$ cat src/rtl/vga_scan_gen.sv
// vga_scan_gen: VGA raster timing generator with a registered colour/sync
// output stage.
//
// A clock divider produces a pixel strobe (pix_en) every CLK_DIV clocks. On
// each strobe the (x, y) scan counters advance across the full raster,
// including blanking. The current (x, y) is decoded into active/hsync/vsync,
// and the colour from the downstream renderer is gated and captured so that
// all vga_* outputs lag the producing x/y by exactly one pixel period.
//
// Ports:
//   clock                 single clock for all state
//   reset                 asynchronous, active-high
//   pix_r/pix_g/pix_b     renderer colour, a combinational function of x, y
//   x, y                  current scan position (0..H_TOTAL-1, 0..V_TOTAL-1)
//   pix_en                one-clock pixel strobe
//   line_start            one-clock pulse on the line wrap strobe
//   frame_start           one-clock pulse on the frame wrap strobe
//   vga_r/vga_g/vga_b     registered DAC colour, zero outside active area
//   vga_hs, vga_vs        sync outputs, active-low
//   vga_blank_n           low during blanking
//   vga_sync_n            constant 0
module vga_scan_gen #(
  parameter int CLK_DIV  = 2,
  parameter int H_ACTIVE = 640,
  parameter int H_FP     = 16,
  parameter int H_SYNC   = 96,
  parameter int H_BP     = 48,
  parameter int V_ACTIVE = 480,
  parameter int V_FP     = 10,
  parameter int V_SYNC   = 2,
  parameter int V_BP     = 33
) (
  input  logic       clock,
  input  logic       reset,
  input  logic [9:0] pix_r,
  input  logic [9:0] pix_g,
  input  logic [9:0] pix_b,
  output logic [9:0] x,
  output logic [9:0] y,
  output logic       pix_en,
  output logic       frame_start,
  output logic       line_start,
  output logic [9:0] vga_r,
  output logic [9:0] vga_g,
  output logic [9:0] vga_b,
  output logic       vga_hs,
  output logic       vga_vs,
  output logic       vga_blank_n,
  output logic       vga_sync_n
);

  localparam int DATA_W  = 10;
  localparam int H_TOTAL = H_ACTIVE + H_FP + H_SYNC + H_BP;
  localparam int V_TOTAL = V_ACTIVE + V_FP + V_SYNC + V_BP;
  localparam int DIV_W   = (CLK_DIV > 1) ? $clog2(CLK_DIV) : 1;

  localparam logic [DIV_W-1:0] DIV_LAST = DIV_W'(CLK_DIV - 1);
  localparam logic [9:0] H_LAST   = 10'(H_TOTAL - 1);
  localparam logic [9:0] V_LAST   = 10'(V_TOTAL - 1);
  localparam logic [9:0] H_ACT    = 10'(H_ACTIVE);
  localparam logic [9:0] V_ACT    = 10'(V_ACTIVE);
  localparam logic [9:0] HS_FIRST = 10'(H_ACTIVE + H_FP);
  localparam logic [9:0] HS_LAST  = 10'(H_ACTIVE + H_FP + H_SYNC - 1);
  localparam logic [9:0] VS_FIRST = 10'(V_ACTIVE + V_FP);
  localparam logic [9:0] VS_LAST  = 10'(V_ACTIVE + V_FP + V_SYNC - 1);

  // Inclusive unsigned window test used for both sync decodes.
  function automatic logic in_window(input logic [9:0] v,
                                     input logic [9:0] lo,
                                     input logic [9:0] hi);
    return (v >= lo) && (v <= hi);
  endfunction

  logic [DIV_W-1:0] div;
  logic             vld_p0;
  logic             active_p0;
  logic             hs_raw_p0;
  logic             vs_raw_p0;
  logic             x_wrap;
  logic             y_wrap;

  logic [DATA_W-1:0] r_p1;
  logic [DATA_W-1:0] g_p1;
  logic [DATA_W-1:0] b_p1;
  logic              blank_n_p1;
  logic              hs_p1;
  logic              vs_p1;

  always_ff @(posedge clock or posedge reset) begin
    if (reset) begin
      div <= '0;
    end else if (div == DIV_LAST) begin
      div <= '0;
    end else begin
      div <= div + 1'b1;
    end
  end

  // The strobe is decoded straight from the divider so that the first strobe
  // lands on clock edge CLK_DIV after release (and is continuous when
  // CLK_DIV=1); reset gates it so it reads 0 immediately while held.
  assign pix_en = ~reset & (div == DIV_LAST);
  assign vld_p0 = pix_en;

  assign x_wrap      = (x == H_LAST);
  assign y_wrap      = (y == V_LAST);
  assign line_start  = vld_p0 & x_wrap;
  assign frame_start = vld_p0 & x_wrap & y_wrap;

  always_ff @(posedge clock or posedge reset) begin
    if (reset) begin
      x <= '0;
      y <= '0;
    end else if (vld_p0) begin
      if (x_wrap) begin
        x <= '0;
        y <= y_wrap ? 10'd0 : y + 10'd1;
      end else begin
        x <= x + 10'd1;
      end
    end
  end

  // ---- stage p0: decode of the current scan position ----
  assign active_p0 = (x < H_ACT) && (y < V_ACT);
  assign hs_raw_p0 = ~in_window(x, HS_FIRST, HS_LAST);
  assign vs_raw_p0 = ~in_window(y, VS_FIRST, VS_LAST);

  // ---- stage p1: registered DAC outputs, one pixel behind x/y ----
  always_ff @(posedge clock or posedge reset) begin
    if (reset) begin
      r_p1       <= '0;
      g_p1       <= '0;
      b_p1       <= '0;
      blank_n_p1 <= 1'b0;
      hs_p1      <= 1'b1;
      vs_p1      <= 1'b1;
    end else if (vld_p0) begin
      r_p1       <= active_p0 ? pix_r : '0;
      g_p1       <= active_p0 ? pix_g : '0;
      b_p1       <= active_p0 ? pix_b : '0;
      blank_n_p1 <= active_p0;
      hs_p1      <= hs_raw_p0;
      vs_p1      <= vs_raw_p0;
    end
  end

  assign vga_r       = r_p1;
  assign vga_g       = g_p1;
  assign vga_b       = b_p1;
  assign vga_blank_n = blank_n_p1;
  assign vga_hs      = hs_p1;
  assign vga_vs      = vs_p1;
  assign vga_sync_n  = 1'b0;

endmodule

$ cat config.mk
export PLATFORM = sky130hd
export DESIGN_NAME = vga_scan_gen
export DESIGN_NICKNAME = d
export VERILOG_FILES = /design/src/rtl/vga_scan_gen.sv
export SDC_FILE = /design/constraint.sdc
export NUM_CORES = 1
export LEC_CHECK = 0
export CAP_MARGIN = 30
export CORE_MARGIN = 8
export CORE_UTILIZATION = 43
export CTS_CLUSTER_DIAMETER = 150
export DETAILED_ROUTE_END_ITERATION = 10
export PLACE_DENSITY = 0.79
export SYNTH_ARGS = -nofsm -noshare
export SYNTH_HDL_FRONTEND = slang
export SYNTH_SLANG_ARGS = --single-unit
export TNS_END_PERCENT = 30
$ cat constraint.sdc
create_clock -name clock -period 4.2 [get_ports clock]
set_input_delay 1.05 -clock clock [delete_from_list [all_inputs] [get_ports clock]]
set_output_delay 1.05 -clock clock [all_outputs]
set_load 0.03 [all_outputs]
==> Yosys cells after proc, flatten, opt, wreduce, memory -nomap -nowiden <==
Index checks and enable logic that the tools add are counted.
{ "word_totals": {"regBits": 54, "inputBits": 32, "elab_cells": 36} }
{ "op_classes": {"n_addsub": 3, "order_cmp": 6, "eq_ne": 2, "muxes": 6, "bitwise": 6, "n_reduce_logical": 4} }
{ "ops": {"columns": ["cell", "n"], "rows": [
  ["10-bit two-way mux", 5],
  ["10-bit by 1-bit adder with 10-bit output, second input constant", 2],
  ["10-bit == test, second input constant", 2],
  ["10-bit greater-or-equal comparator, second input constant", 1],
  ["10-bit by 9-bit greater-or-equal comparator with 1-bit output, second input constant", 1],
  ["10-bit <= comparator, second input constant", 1],
  ["10-bit by 9-bit <= comparator with 1-bit output, second input constant", 1],
  ["10-bit < comparator, second input constant", 1],
  ["10-bit by 9-bit < comparator with 1-bit output, second input constant", 1],
  ["1-bit AND", 3],
  ["1-bit logical AND", 3],
  ["1-bit NOT", 3],
  ["2-bit AND reduction", 1],
  ["1-bit adder, second input constant", 1],
  ["1-bit two-way mux", 1]
]} }

==> Logic depth before layout (Yosys ltp) <==
{ "logic_depth": {"depth_word": 4, "mapped_depth": 7} }

==> Worst setup path after synthesis <==
OpenSTA, ideal clock, no wires.
{ "synth_path": {"path_type": "input to output", "from": "input reset", "to": "output pix_en", "arrival_time_ps": 2918, "setup_slack_ps": 232, "cell_stages": 3, "path_buffers": 0, "path_cell_list": "inv_1 nand2_1 clkinv_1"} }
{ "synth_between": {"elab_chain_cells": 2} }
{ "synth_rtl": {"columns": ["item", "line", "text"], "rows": [
  ["from (decl)", "34", "input logic reset,"],
  ["1-bit NOT", "102", "assign pix_en = ~reset & (div == DIV_LAST);"],
  ["1-bit AND", "102", null],
  ["to (decl)", "40", "output logic pix_en,"]
]} }
Every way passes these cells.

==> Worst setup path in the final report <==
{ "layout_path": {"from": "input reset", "to": "output line_start"} }
{ "layout_between": {"elab_chain_cells": 3} }
{ "layout_rtl": {"columns": ["item", "line", "text"], "rows": [
  ["1-bit NOT", "102", null],
  ["1-bit AND", "102", null],
  ["1-bit AND", "107", "assign line_start = vld_p0 & x_wrap;"],
  ["to (decl)", "42", "output logic line_start,"]
]} }
Every way passes these cells.

==> out/metrics.cfg <==
[route]
drc_errors=0
vias=1899
drtPass1Iterations=4
routed_wl_um=5730
vias_per_cell=5.35
routedWlPerCell_um=16.1
ant_nets=0
drt_iter0_markers=76

[critical_path]
path_class=in -> out
max_stage_delay_ns=0.65
cp.arrival_ns=2.74
worst-path-max-fanout=12
startpoint_type=primary input
crit_path_top_delay_cell=or4_4
cp_cell_sequence=clkdlybuf4s50_1 -> nand4b_1 -> or4_4 -> clkinv_1 -> buf_4
worstPathRequired_ns=3.15
endpoint_kind=output port

[clocking]
clk_path_buf_depth=2
clock_latency_ns=0.29
cts_tree=built
postCtsHoldBufs=0
cts_buffers=5
cts.root.buffer_cell=clkbuf_8
cts_htree_levels=2
post_cts_resized=0
path_clk_slew_ns=0.09
cts_setup_buffers=0
cts.sinks=54

[synth]
ys_ff_latch=54
syn_area_um2=2290
synth_cell_types=36
synth_edf_count=0
synthArstFlopShare_pct=100
syn_avg_cell_area_um2=11.6
syn_nets=233
ys_top_cells_by_count=52 x dfrtp_1, 30 x a22o_1, 17 x nand2_1
yosysWarnings=0
synth_top_flop_cell=dfrtp_1
synth_top_cell_area_share_pct=56.9
yosys.area.top_type=dfrtp_1
synthTopCellsByArea=dfrtp_1 57%, a22o_1 11%, nand2_1 2.8%
syn_inst=197
post-synth-top-count-cell=dfrtp_1
ys_seq_area_share_pct=59.2

[timing]
relSlewSlack_pct=56.5
fin_setup_tns_ns=0
tightest_slew_ns=0.652
final-max-slew-violation-count=0
rsz0062_at_grt=false
max_freq_ghz=0.264
period_share_pct=90.2
fin_skew_ns=0.00519
final_hold_viol_count=0
fin_crit_ns=3.79
timing.final.setup_violations=0

[cells_and_area]
multi_input_area_um2=846
stdcell_area_um2=3300
final_nets=320
ff_latch_area_um2=1350
drive_gt1_share_pct=5.61
antennaDiodeCount=0
synthToLayoutAreaGrowth_pct=44.3
num-fill-cells=418
final_util_pct=64.6

[power_and_ir_drop]
peakVddDrop_mv=0.173
power_per_cell_area_nw_per_um2=315
leakagePower_nw=1.46
finalPower_mw=1.04

[worst_hold_path]
hold_class=reg -> reg

[floorplan]
die_h_um=88.9
coreArea_um2=5110
io_pins=89
die_x_um=88.9
rows=26
die_area_um2=7910
start_util_pct=44.8

[placed_design]
io_buffers=87
place_area_um2=3220
dp_hpwl_um=4130
gp_congestion=0.874

[global_routing]
grt_start_max_net_pins=55
antenna_found_initial=0
grt_pass1_vias=1880
grt_pass1_wl_um=9280
track_usage_pct=14.9
grt-ovfl-total=0

[job]
maxCapViolCount=0

[outcome]
status=finished, final reports clean

==> layer usage <==
| layer | vias up | track usage [%] | routed length [um] |
|---|---|---|---|
| met2 | 71 | 23.2 | 2690 |
| met1 | 941 | 18.2 | 2430 |
| li1 | 882 | - | - |
| met3 | 5 | 5.61 | 537 |
| met4 | 0 | 5.89 | 69 |
| met5 | - | 0 | 0 |
==> worst paths after layout <==
path	start	cells past startpoint	to	slack [ns]
max	reset	5	line_start	0.41
min	vga_hs$_DFFE_PP1P_	2	vga_hs$_DFFE_PP1P_	0.48
max reg2reg	x[0]$_DFFE_PP0P_	5	y[8]$_DFFE_PP0P_	2.19
min reg2reg	vga_hs$_DFFE_PP1P_	2	vga_hs$_DFFE_PP1P_	0.48
max in group asynchronous	reset	3	vga_b[4]$_DFFE_PP0P_	2.44
min in group asynchronous	reset	3	x[7]$_DFFE_PP0P_	1.32
==> power breakdown <==
| part | leakage [nW] | total [mW] | switching, mW | internal (mW) |
|---|---|---|---|---|
| registers | 0.713 | 0.578 | 0.0357 | 0.542 |
| logic | 0.708 | 0.192 | 0.105 | 0.0872 |
| clock network | 0.0395 | 0.269 | 0.150 | 0.119 |
==> logic make-up (layout without fill, tap and decap cells) <==
logic type,after synthesis,count (layout),share of synthesized area [%]
and+or+nand+nor,55,55,13.8
DFF,54,54,59.2
AOI/OAI and AO/OA,50,50,16.3
adders and majority gates,4,4,2.19
buffers and inverters,22,110,4.10
muxes,1,1,0.438
other,1,1,0.164
xor gates and xnor gates,10,10,3.83
==> state kept, by name (all words and copies together) (netlist names) <==
register	flops
vga_blank_n	1
vga_r	10
y	10
x	10
vga_g	10
div	1
vga_vs	1
vga_hs	1
vga_b	10
==> per-stage QoR <==
| step | hold WS [ns] | setup WS, ns | std cells |
|---|---|---|---|
| 5_1_grt | 0.508 | 0.344 | 355 |
| 3_3_place_gp | 0.471 | 0.453 | 347 |
| 4_1_cts | 0.485 | 0.417 | 355 |
| 2_1_floorplan | 0.429 | 0.232 | 197 |
| 6_report | 0.484 | 0.410 | 355 |
| 3_5_place_dp | 0.467 | 0.427 | 347 |
==> cell usage in the layout (no fill, tap or decap), drive strengths merged, types with 4 or more instances in the layout <==
master / synthesis / routed
clkdlybuf4s50: 0 / 85
or3: 6 / 6
buf: 2 / 5
o21ai: 9 / 9
nor2: 5 / 5
xnor2: 4 / 4
nand4: 5 / 5
xor2: 6 / 6
a22o: 30 / 30
dfrtp: 52 / 52
nand3: 5 / 5
inv: 10 / 10
a21oi: 6 / 6
nand2: 17 / 17
clkbuf: 8 / 8
ha: 4 / 4
==> critical path: cells and delay by family <==
family,cells,cell delay [ns]
buffers and inverters,3,0.85
AND/OR/NAND/NOR,2,0.84
==> layout make-up <==
| cell class | instances | share of cell area [%] |
|---|---|---|
| inverters | 12 | 1.36 |
| well taps | 70 | 2.65 |
| clock buffers | 8 | 2.43 |
| repair buffers | 90 | 26.9 |
| flip-flops and latches | 54 | 41.0 |
| multi-input cells | 121 | 25.6 |
No activity file was read; power rests on OpenSTA's default activity.
